[config.mk]
export PLATFORM = sky130hd
export DESIGN_NAME = press_decoder
export DESIGN_NICKNAME = d
export VERILOG_FILES = /design/src/rtl/press_decoder.sv
export SDC_FILE = /design/constraint.sdc
export NUM_CORES = 1
export LEC_CHECK = 0
export ABC_CLOCK_PERIOD_IN_PS = 2820
export BUFFER_PORTS_ARGS = -buffer_cell sky130_fd_sc_hd__buf_2
export CAP_MARGIN = 20
export CORE_ASPECT_RATIO = 1.75
export CORE_UTILIZATION = 40
export CTS_BUF_LIST = sky130_fd_sc_hd__clkbuf_8
export DETAILED_ROUTE_END_ITERATION = 6
export HOLD_SLACK_MARGIN = 0.02
export PLACE_DENSITY = 0.69
export SLEW_MARGIN = 40
export SYNTH_ARGS = -nofsm -noshare
export SYNTH_HDL_FRONTEND = slang
export SYNTH_SLANG_ARGS = --single-unit
[constraint.sdc]
create_clock -name clk -period 2.82 [get_ports clk]
set_input_delay 0.564 -clock clk [delete_from_list [all_inputs] [get_ports clk]]
set_output_delay 0.564 -clock clk [all_outputs]
set_load 0.05 [all_outputs]
[src/rtl/press_decoder.sv]
// press_decoder: classifies a debounced key into short/long presses; auto-repeat enabled by PRESS_DECODER_REPEAT_EN
module press_decoder #(
  parameter logic [15:0] LONG_CYCLES   = 16'd1000,
  parameter logic [15:0] REPEAT_CYCLES = 16'd200
) (
  input  logic       clk,
  input  logic       reset,
  input  logic       in,
  output logic       short_press,
  output logic       long_press,
  output logic       repeat_pulse,
  output logic       held,
  output logic [7:0] press_cnt
);
  typedef enum logic [1:0] {IDLE, PRESSED, LONG} state_t;
  state_t      r_state, w_state_nxt;
  logic [15:0] r_hold_cnt, w_hold_nxt;
  logic        r_short, r_long, r_held;
  logic        w_short_nxt, w_long_nxt;
  logic [7:0]  r_press_cnt;
`ifdef PRESS_DECODER_REPEAT_EN
  logic [15:0] r_rpt_cnt, w_rpt_cnt_nxt;
  logic        r_rpt, w_rpt_nxt;
`endif
  // next-state and pulse decode; release takes priority over the long threshold
  always_comb begin
    w_state_nxt = r_state;
    w_hold_nxt  = r_hold_cnt;
    w_short_nxt = 1'b0;
    w_long_nxt  = 1'b0;
`ifdef PRESS_DECODER_REPEAT_EN
    w_rpt_cnt_nxt = r_rpt_cnt;
    w_rpt_nxt     = 1'b0;
`endif
    case (r_state)
      IDLE: if (in) begin
        w_state_nxt = PRESSED;
        w_hold_nxt  = 16'd0;
      end
      PRESSED: if (!in) begin
        w_state_nxt = IDLE;
        w_short_nxt = 1'b1;
      end else if (r_hold_cnt == LONG_CYCLES - 16'd1) begin
        w_state_nxt = LONG;
        w_long_nxt  = 1'b1;
`ifdef PRESS_DECODER_REPEAT_EN
        w_rpt_cnt_nxt = 16'd0;
`endif
      end else begin
        w_hold_nxt = r_hold_cnt + 16'd1;
      end
      LONG: if (!in) begin
        w_state_nxt = IDLE;
`ifdef PRESS_DECODER_REPEAT_EN
      end else if (r_rpt_cnt == REPEAT_CYCLES - 16'd1) begin
        w_rpt_cnt_nxt = 16'd0;
        w_rpt_nxt     = 1'b1;
      end else begin
        w_rpt_cnt_nxt = r_rpt_cnt + 16'd1;
`endif
      end
      default: w_state_nxt = IDLE;
    endcase
  end
  // state, counters and registered outputs; held mirrors the state being left non-IDLE
  always_ff @(posedge clk or posedge reset) begin
    if (reset) begin
      r_state     <= IDLE;
      r_hold_cnt  <= 16'd0;
      r_short     <= 1'b0;
      r_long      <= 1'b0;
      r_held      <= 1'b0;
      r_press_cnt <= 8'd0;
    end else begin
      r_state     <= w_state_nxt;
      r_hold_cnt  <= w_hold_nxt;
      r_short     <= w_short_nxt;
      r_long      <= w_long_nxt;
      r_held      <= (w_state_nxt != IDLE);
      r_press_cnt <= r_press_cnt + {7'd0, w_short_nxt | w_long_nxt};
    end
  end
`ifdef PRESS_DECODER_REPEAT_EN
  // auto-repeat period counter and pulse
  always_ff @(posedge clk or posedge reset) begin
    if (reset) begin
      r_rpt_cnt <= 16'd0;
      r_rpt     <= 1'b0;
    end else begin
      r_rpt_cnt <= w_rpt_cnt_nxt;
      r_rpt     <= w_rpt_nxt;
    end
  end
  assign repeat_pulse = r_rpt;
`else
  assign repeat_pulse = 1'b0;
`endif
  assign short_press = r_short;
  assign long_press  = r_long;
  assign held        = r_held;
  assign press_cnt   = r_press_cnt;
endmodule

### Word level (Yosys, flattened, before mapping)

Index checks and enable logic that the tools add are counted.

* bitwise operators: 1
* equal/unequal tests: 6
* add/subtract/negate cells: 2
* muxes and demuxes: 14
* reductions and logical operators: 4

Operator list (count)
* two-way mux 16 bit: 3
* case mux 16 bit (2 select lines): 1
* adder 16 x 1 -> 16 bit, second input constant: 1
* == test 16 x 10 -> 1 bit, second input constant: 1
* adder 8 x 1 -> 8 bit: 1
* two-way mux 2 bit: 4
* inequality test 2 bit, second input constant: 3
* case mux 2 bit (3 select lines): 1
* two-way mux 1 bit: 5
* AND reduction 4 bit: 1
* nonzero test 2 bit: 2
* == test 2 x 1 -> 1 bit, second input constant: 1
* == test 2 bit, second input constant: 1
* zero test 2 bit: 1
* OR 1 bit: 1

* input bits: 3
* register bits: 29
* word-level logic and storage cells: 33
* output and inout port bits: 12

### Logic depth before layout (Yosys ltp)

Gate-level depths: netlist of run 1.

* depth in word-level cells: 6
* gate-level depth with buffers: 10
* gate-level depth less buffers: 10

### Least setup slack after synthesis of run 1

OpenSTA, ideal clock, no wires.

* path type: register to register
* start: register r_hold_cnt[10]
* end: register r_press_cnt[7] (netlist: press_cnt[7])
* setup slack: 0.613 ns
* data required time: 2.680 ns
* period minus slack after synthesis: 2.207 ns
* path buffers: 0
* stages on the path, launching flop included: 10
* setup time: 0.140 ns
* data arrival time: 2.067 ns
* cells stage by stage: dfrtp_1 -> or4_1 -> nor4_2 -> nand2_1 -> nand2b_1 -> ha_1 -> nand3_1 -> nor2_1 -> nand2_1 -> xnor2_1

* longest elaborated chain between the ends: 6

RTL lines
* from (decl): RTL line 17 `logic [15:0] r_hold_cnt, w_hold_nxt;`
* from (signal assigned): RTL line 76 `r_hold_cnt <= w_hold_nxt;`
* == test 16 x 10 -> 1 bit: RTL line 43 `end else if (r_hold_cnt == LONG_CYCLES - 16'd1) begin`
* two-way mux 1 bit: RTL line 43
* two-way mux 1 bit: RTL line 40 `PRESSED: if (!in) begin`
* two-way mux 1 bit: RTL line 35 `case (r_state)`
* OR 1 bit: RTL line 80 `r_press_cnt <= r_press_cnt + {7'd0, w_short_nxt | w_long_nxt};`
* adder 8 x 1 -> 8 bit: RTL line 80
* to (signal assigned): RTL line 80
* to (decl): RTL line 20 `logic [7:0] r_press_cnt;`

No other way between the ends.
A chain may end at the register's enable or synchronous reset.

### Final worst setup path of run 1

Ends and elaborated chain as after synthesis.

==> metrics, run 1 <==
Multi-input gate area 676 µm²; DP Cell Count 200; Critical Path End Type register; Worst-path clk slew 0.06 ns; ys flop type dfrtp_1; post-synthesis mux area share 0.687%; CP Class reg -> reg; FF-to-FF setup slack 0.50 ns; clk root buf clkbuf_8; global-route usage over all layers 18.5%; status complete, no violations; cell leakage power 0.781 nW; clk_skew 0.00380 ns; Ys Warns 0; Seq/Total Area, Yosys 49.8%; initial antenna violation count 0; global-route wire length before repair 5.06 mm; Critical Path End press_cnt[7]$_DFF_PP0_; CP required 2.99 ns; die area 3900 µm²; via count 1203; Final min period 2.32 ns; GPL Wtd Cong 0.816; Startpoint Class register; initial drt markers 72; Yosys cell types 43; drt wl/cell 15.2 µm; EDFF count, synth 0; r2r startpoint r_hold_cnt[10]$_DFFE_PP0P_; Final #Nets 168; largest fanout on the critical path 7; antenna viol nets, final 0; fin cells 208; final WL 3.15 mm; Initial Util 42.5%; Synth Instances 146; syn avg cell area 9.98 µm²; total grt overflow 0; FP Rows 28; drt pass-1 iters 6; Hold Buf Count CTS 0; ANT cells 0; Max Buffers Root-to-Sink 2; ys async rst share 100%; num ports 15; clk_lat worst skew 0.28 ns; number of max-slew violations in the final report 0; setup violators final 0; Post-Synth XOR/XNOR Area 4.21%; # fillers 341; die width 47.6 µm; Hold Fails Final Rpt 0; # clock sinks 29; core footprint 3430 µm²; share of layout cells above drive strength 1 16.0%; Setup crit start r_hold_cnt[10]$_DFFE_PP0P_; CTS tree done; Max H-tree Level 2; max cap viols 0; Setup Fix Bufs, Post-CTS 0; pwr/cell area 765 nW/µm²; Synth Area in Compound Gates 10.8%; die height 81.9 µm; fin crit share 82.4%; Worst EP arrival 2.49 ns; DR vias/cell 5.78; Synth Area in Adders 2.58%; TritonCTS Buffers 5; R2R Path End press_cnt[7]$_DFF_PP0_; largest net degree at the start of global routing 30; post-CTS sizing 0; Worst Hold Class in -> async; Syn Nets 152; Detailed Place HPWL 2.27 mm; depth of the worst register-to-register path 9; RSZ-0062 raised after global routing no; largest family of logic cells by synthesized area simple AND/OR/NAND/NOR gates; vias in the first global route 1194; Area Growth Syn to Fin 13.5%; synthesized area 1460 µm²; DRC violations left 0; Sum Neg Setup Slack 0 ns; Post-Synth Simple-Gate Area 27.8%; port buffer count 13; maximum vdd ir drop 519 µV; Fmax 430 MHz; FF+latch count, synth 29; Reg area 726 µm²
state kept, by name, summed over array words and instances, names as in the netlist:
| signal | cells |
|---|---|
| short_press | 1 |
| held | 1 |
| r_state | 2 |
| press_cnt | 8 |
| r_hold_cnt | 16 |
| long_press | 1 |
kinds of logic after synthesis:
| family | after synthesis |
|---|---|
| AO/OA/AOI/OAI | 22 |
| XOR/XNOR | 7 |
| adder cells (fa/ha/maj) | 3 |
| buffers and inverters | 10 |
| flip-flops | 29 |
| multiplexers | 1 |
| other | 1 |
| AND/OR/NAND/NOR | 73 |
cells in the final DEF, fill, tap and decap left out, types with 2 or more instances in the layout:
master     n
clkbuf_8   7
nand4_1    7
dfrtp_1   29
o41ai_1    2
a21oi_1    2
nand2_1   18
xor2_1     2
nand3_1   16
nor3_1     4
ha_1       3
nand3b_1   2
buf_4      2
and3_1     5
xnor2_1    5
nor2_1     3
and2_1     3
buf_2     13
inv_1      3
nand2b_1   3
or4_1      5
o21ai_0    6
metrics by stage:
step / instance area (µm²) / hold slack, ns / worst slack [ns] / utilization, % / power [mW]
4_1_cts: 1650 / 0.350 / 0.474 / 48.2 / 1.28
3_5_place_dp: 1550 / 0.459 / 0.486 / 45.2 / 0.900
6_report: 1650 / 0.339 / 0.495 / 48.2 / 1.26
3_3_place_gp: 1550 / 0.456 / 0.558 / 45.2 / 0.884
5_1_grt: 1650 / 0.381 / 0.368 / 48.2 / 1.33
2_1_floorplan: 1460 / 0.470 / 0.613 / - / 0.813
metal layers:
layer	global-route usage, %	up-vias	share of wire, %
met4	9.72	0	2.6
met5	0	-	0
met3	4.62	8	3.1
li1	-	572	-
met1	16.6	595	36
met2	34.9	28	58
layout make-up:
cell class              count  share of cell area [%]
clock inverters             1                   0.303
clock buffers               7                    5.82
flip-flops and latches     29                    43.9
repair buffers             15                    4.84
well taps                  45                    3.40
multi-input cells         107                    40.8
inverters                   4                   0.908
worst min path at each step:
stage                                from                          to  slack (ns)
3_5_place_dp       press_cnt[7]$_DFF_PP0_      press_cnt[7]$_DFF_PP0_        0.46
2_1_floorplan  r_hold_cnt[15]$_DFFE_PP0P_  r_hold_cnt[15]$_DFFE_PP0P_        0.47
3_3_place_gp       press_cnt[7]$_DFF_PP0_      press_cnt[7]$_DFF_PP0_        0.46
6_report                            reset   r_hold_cnt[3]$_DFFE_PP0P_        0.34
5_1_grt                             reset  r_hold_cnt[12]$_DFFE_PP0P_        0.38
4_1_cts                             reset  r_hold_cnt[11]$_DFFE_PP0P_        0.35
where the power goes:
group / internal, mW / leakage, nW / switching, mW
Clock: 0.220 / 0.0542 / 0.152
Sequential: 0.484 / 0.381 / 0.0914
Combinational: 0.0878 / 0.346 / 0.230
Total: 0.791 / 0.781 / 0.473
critical path, stage by stage, from the launching register on:
cell and delay (ns):
dfrtp_1 0.43, or4_1 0.55, nor4_2 0.27, nand2_1 0.12, nand2b_1 0.11, ha_1 0.18, nand3_1 0.14, nor2_1 0.19
nand2_1 0.09, xnor2_1 0.12
synthesized netlist by cell type (4+ instances only):
| cell | count | area share (%) |
|---|---|---|
| and3_1 | 5 | 2.1 |
| dfrtp_1 | 29 | 50 |
| nand2_1 | 18 | 4.6 |
| nand3_1 | 16 | 5.5 |
| nand4_1 | 7 | 3.0 |
| nor3_1 | 4 | 1.4 |
| o21ai_0 | 6 | 2.1 |
| or4_1 | 5 | 2.6 |
| xnor2_1 | 5 | 3.0 |
Power figures use the tool's default switching activity.
==> run 2, diff against run 1 <==
Settings changed: ABC_AREA set to 1, ABC_CLOCK_PERIOD_IN_PS 2820 to 1900, PLACE_DENSITY 0.69 to 0.71.
Clock period 2.82 ns to 1.9 ns, I/O delays scaled along.
==> run 2 against run 1 <==
Critical path depth rose by 4. Hold slack got worse by 0.19 ns. Critical endpoint unchanged. Fmax rose by 25%. Clock power rose by 49%. Flip-flop and latch count did not move. Highest routed layer unchanged.
==> metrics, run 2 <==
setup ws final 0.0389 ns (-0.456 ns); global-route wire length before repair 5.92 mm (+17%); Post-synth top cells nand2_1, nor2_1, dfrtp_1; max cap viols 0 (unchanged); ANT cells 0 (unchanged); antenna viol nets, final 0 (unchanged); FF+latch count, synth 29 (unchanged); Final #Nets 250 (+49%); die height 85.2 µm (+4.0%); TritonCTS Buffers 5 (unchanged); total grt overflow 0 (unchanged); Seq/Total Area, Yosys 45.9% (-3.9 points); num ports 15 (unchanged); Final min period 1.86 ns (-0.464 ns); drt pass-1 iters 4 (-2); cell leakage power 0.987 nW (+26%); Synth area leader dfrtp_1; share of layout cells above drive strength 1 26.1% (+10 points); initial antenna violation count 0 (unchanged); ys flop type dfrtp_1; Hold Fails Final Rpt 0 (unchanged); syn avg cell area 7.71 µm² (-23%); largest net degree at the start of global routing 30 (unchanged); clk root buf clkbuf_8; RSZ-0062 raised after global routing yes; final WL 3.65 mm (+16%); most frequent cells in the layout nand2_1, nor2_1, dfrtp_1; Hold Buf Count CTS 0 (unchanged); DP Cell Count 281 (+41%); synthesized area 1580 µm² (+8.4%); fin crit share 98.0% (+16 points); pwr/cell area 936 nW/µm² (+22%); pre-CTS WS 0.0193 ns (-0.467 ns); die width 49.5 µm (+4.0%); Layout Utilization 54.0% (+5.8 points); setup violators final 0 (unchanged); Critical Path End Type register; Area Growth Syn to Fin 26.4%; Ys Warns 0 (unchanged); most frequent cell after synthesis nand2_1; most common cell after layout, fill and taps aside nand2_1; CP Class reg -> reg; FP Rows 29 (+3.6%); Max H-tree Level 2 (unchanged); # clock sinks 29 (unchanged); CTS tree done; fin cells 291 (+40%); Synth Instances 205 (+40%); depth of the worst register-to-register path 13 (+4); Initial Util 42.7% (+0.24 points); die area 4220 µm² (+8.1%); drt wl/cell 12.5 µm (-17%); largest register by flop count r_hold_cnt; Min Hold Slack 0.154 ns (-0.185 ns); via count 1476 (+23%); clk_skew 0.00564 ns (+0.00184 ns); Pwr Total 1.87 mW (+48%); Worst-path clk slew 0.06 ns (about the same); ys async rst share 100% (unchanged); maximum vdd ir drop 613 µV (+18%); Detailed Place HPWL 2.63 mm (+16%); Largest register FFs 16 (unchanged); Worst Hold Class in -> async; status complete, no violations; Worst EP arrival 2.06 ns (-0.43 ns); EDFF count, synth 0 (unchanged); number of max-slew violations in the final report 0 (unchanged); CP required 2.10 ns (-0.89 ns); Syn Nets 211 (+39%); Max Buffers Root-to-Sink 2 (unchanged); port buffer count 13 (unchanged); initial drt markers 47 (-35%); global-route usage over all layers 18.9% (+0.44 points); Yosys cell types 24 (-44%); core footprint 3700 µm² (+7.8%); Yosys top cell area share 45.9% (-3.9 points); clk_lat worst skew 0.28 ns (about the same); vias in the first global route 1389 (+16%); DRC violations left 0 (unchanged); GPL Wtd Cong 0.857 (+5.1%); largest fanout on the critical path 3 (-4); Startpoint Class register; Fmax 537 MHz (+25%); DR vias/cell 5.07 (-12%); Synth area leaders dfrtp_1, nand2_1, nor2_1, nand3_1, xor2_1
-- run 2: changes by cell type in the layout (fill, tap and decap cells not counted), moves of 4 or more --
cell      before  now
buf_4          2   24
nor3_1         4    0
and3_1         5    0
o21bai_1       0    4
xor2_1         2    9
or4_1          5    0
nand2_1       18   50
inv_1          3   16
nor2_1         3   29
xnor2_1        5    0
o21ai_0        6    0
o21ai_1        1   12
-- run 2: worst paths after layout --
check	start	endpoint	slack (ns)
min in group clk	in	short_press$_DFF_PP0_	0.33
worst max-delay path	r_hold_cnt[0]$_DFFE_PP0P_	press_cnt[7]$_DFF_PP0_	0.04
worst min register to register	r_state[0]$_DFF_PP0_	held$_DFF_PP0_	0.45
worst min-delay path	reset	r_hold_cnt[14]$_DFFE_PP0P_	0.15
max in group asynchronous	reset	press_cnt[3]$_DFF_PP0_	1.47
worst max register to register	r_hold_cnt[0]$_DFFE_PP0P_	press_cnt[7]$_DFF_PP0_	0.04
-- run 2: kinds of logic after synthesis --
kind of cell             after synthesis  share of synthesized area [%]
buffers and inverters                 25                           7.20
AO/OA/AOI/OAI                         21                           7.68
adder cells (fa/ha/maj)                3                           2.38
flip-flops                            29                           45.9
XOR/XNOR                               9                           4.99
AND/OR/NAND/NOR                      117                           31.6
other                                  1                          0.237
-- run 2: report_power, final --
group / internal (mW) / switching, mW / total (mW) / leakage (nW)
clock: 0.327 / 0.227 / 0.554 / 0.0542
sequential: 0.700 / 0.0951 / 0.795 / 0.379
combinational: 0.126 / 0.393 / 0.519 / 0.553
total: 1.15 / 0.716 / 1.87 / 0.987
-- run 2: timing repair --
item	CTS	global route
setup buffers	0	2
gates resized for setup	0	9
hold endpoints to repair	0	0
setup endpoints to repair	0	16
-- run 2: area by class of cell --
class | instances | area [µm²]
inverters | 20 | 75.1
clock buffers | 7 | 96.3
multi-input cells | 151 | 792
repair buffers | 37 | 245
fillers | 348 | 1700
well taps | 46 | 57.6
flip-flops and latches | 29 | 726
clock inverters | 1 | 5.00
-- run 2: worst max-delay path, stage by stage, from the launching register on --
cell     delay (ns)
dfrtp_1        0.40
ha_4           0.16
nand2_2        0.05
inv_2          0.05
nand2_2        0.05
nor2_4         0.13
nand3_2        0.09
o21ai_2        0.08
ha_2           0.21
nand3_2        0.10
inv_2          0.08
nand4_1        0.11
nor2_1         0.14
xor2_1         0.15
-- run 2: stage by stage --
stage	TNS [ns]	instance area (µm²)
global route	-0.109	2000
floorplan	-0.00153	1600
CTS	0	1950
detailed placement	0	1850
finish	0	2000
global placement	0	1850
-- run 2: per-layer routing --
layer	vias to the layer above	part of all wire, %	wire length (µm)	global-route usage (%)
met5	-	0	0	0
met4	0	2.9	107	9.35
met3	14	4.0	145	4.48
met2	47	57	2060	36.9
met1	685	37	1330	17.6
li1	730	-	-	-
==> run 3, diff against run 2 <==
Settings changed: CELL_PAD_IN_SITES_DETAIL_PLACEMENT set to 1, CELL_PAD_IN_SITES_GLOBAL_PLACEMENT set to 1, PLACE_DENSITY 0.71 to 0.87.
==> run 3 against run 2 <==
The run now ends with negative setup slack left. Fmax is 9.1% lower. Clock power down 12%. Register-to-register slack got worse by 0.19 ns. Sequential share of layout area fell by 1.6 points. Power up 0.41%. Worst setup slack worse by 0.19 ns. Critical path type unchanged. Critical endpoint unchanged.
==> metrics, run 3 (same netlist as run 2, synthesis figures left out) <==
Layout Utilization 56.5% (+2.5 points); maximum vdd ir drop 567 µV (-7.5%); Area Growth Syn to Fin 32.2%; RSZ-0062 raised after global routing yes; Max H-tree Level 2 (unchanged); TritonCTS Buffers 5 (unchanged); num ports 15 (unchanged); global-route wire length before repair 8.12 mm (+37%); power share of the clock group 26.0% (-3.6 points); most common cell after layout, fill and taps aside nand2_1; Critical Path End Type register; die height 85.2 µm (unchanged); CP required 2.11 ns (about the same); die area 4220 µm² (unchanged); most frequent cells in the layout nand2_1, buf_4, dfrtp_1; combinational share of power 30.9% (+3.1 points); setup ws final -0.147 ns (-0.185 ns); switching share of power 41.2% (+2.9 points); vias in the first global route 1655 (+19%); Fmax 489 MHz (-9.1%); NetSw 0.773 mW (+8.0%); core footprint 3700 µm² (unchanged); Detailed Place HPWL 3.38 mm (+28%); Worst EP arrival 2.26 ns (+0.20 ns); cell leakage power 1.04 nW (+5.6%); clk_lat worst skew 0.29 ns (about the same); share of layout cells above drive strength 1 30.4% (+4.2 points); port buffer count 13 (unchanged); largest register by flop count r_hold_cnt; via count 1598 (+8.3%); Hold Fails Final Rpt 0 (unchanged); pwr/cell area 898 nW/µm² (-4.0%); Startpoint Class register; die width 49.5 µm (unchanged); Final min period 2.05 ns (+0.185 ns); Worst Hold Class in -> async; Hold Buf Count CTS 0 (unchanged); Sum Neg Setup Slack -0.341 ns (-0.341 ns); depth of the worst register-to-register path 11 (-2); clk root buf clkbuf_8; Seq pwr share 43.1% (+0.5 points); number of max-slew violations in the final report 0 (unchanged); drt wl/cell 16.6 µm (+33%); DRC violations left 0 (unchanged); internal power 1.10 mW (-4.3%); violated checks negative setup slack; fin crit share 108% (+9.8 points); Largest register FFs 16 (unchanged); initial drt markers 36 (-23%); Initial Util 42.7% (unchanged); DR vias/cell 5.27 (+4.0%); antenna viol nets, final 0 (unchanged); largest fanout on the critical path 4 (+1); largest net degree at the start of global routing 30 (unchanged); setup violators final 3 (+3); drt pass-1 iters 4 (unchanged); clk_skew 0.00813 ns (+0.00249 ns); GPL Wtd Cong 0.811 (-5.4%); total grt overflow 0 (unchanged); Final #Nets 262 (+4.8%); CP Class reg -> reg; Worst-path clk slew 0.07 ns (about the same); global-route usage over all layers 26.5% (+7.5 points); CTS tree done; pre-CTS WS -0.230 ns (-0.249 ns); initial antenna violation count 0 (unchanged); final WL 5.04 mm (+38%); # clock sinks 29 (unchanged); Max Buffers Root-to-Sink 2 (unchanged); ANT cells 0 (unchanged); FP Rows 29 (unchanged); status finished, violations left; max cap viols 0 (unchanged)
run 3: final cells by class:
class,count,area (µm²)
tap,46,57.6
fill,482,1610
timing repair buffer,49,339
sequential,29,726
clock inverter,3,13.8
clock buffer,5,68.8
multi-input combinational,151,810
inverter,20,75.1
run 3: what timing repair did:
item	CTS	global route
endpoints found under the setup margin	4	4
setup buffers	6	10
cloned	0	0
gates resized for setup	10	5
pin swaps	5	6
hold endpoints to repair	0	0
run 3: stage by stage:
step	power, mW	hold slack [ns]	area (µm²)	cells
finish	1.88	0.150	2090	303
floorplan	1.18	0.415	1600	205
detailed placement	1.34	0.459	1840	280
global route	1.95	0.205	2090	303
global placement	1.31	0.429	1840	280
CTS	1.85	0.166	2000	294
run 3: critical path, stage by stage (launching register included):
cell and delay, ns:
dfrtp_1 0.43, nor2_1 0.12, nand2_1 0.12, nor2_4 0.15, nand3_2 0.12, o21ai_2 0.11
ha_2 0.23, nand3_4 0.09, inv_2 0.07, nand4_1 0.15, nor2_2 0.19, xor2_1 0.18
run 3: metal layers:
metal | global-route usage (%) | vias to the layer above | wire length, µm | share of wire, %
met4 | 13.2 | 0 | 217 | 4.3
met3 | 3.94 | 16 | 117 | 2.3
met1 | 25.3 | 793 | 1800 | 36
met5 | 0 | - | 0 | 0
met2 | 52.3 | 37 | 2910 | 58
li1 | - | 752 | - | -
run 3: final timing paths:
path,from,to,slack (ns)
hold / removal,reset,press_cnt[3]$_DFF_PP0_,0.15
setup reg to reg,r_hold_cnt[15]$_DFFE_PP0P_,press_cnt[7]$_DFF_PP0_,-0.15
setup / recovery,r_hold_cnt[15]$_DFFE_PP0P_,press_cnt[7]$_DFF_PP0_,-0.15
hold reg to reg,r_state[0]$_DFF_PP0_,held$_DFF_PP0_,0.49
min in group clk,in,held$_DFF_PP0_,0.36
max in group asynchronous,reset,r_hold_cnt[6]$_DFFE_PP0P_,1.46
run 3: power by group through the flow:
| stage | logic [mW] | registers, mW | clock network, mW |
|---|---|---|---|
| 6_report | 0.579 | 0.809 | 0.488 |
| 5_1_grt | 0.614 | 0.815 | 0.524 |
| 4_1_cts | 0.548 | 0.798 | 0.500 |
| 3_5_place_dp | 0.530 | 0.810 | 0 |
| 3_3_place_gp | 0.510 | 0.800 | 0 |
| 2_1_floorplan | 0.134 | 1.04 | 0 |
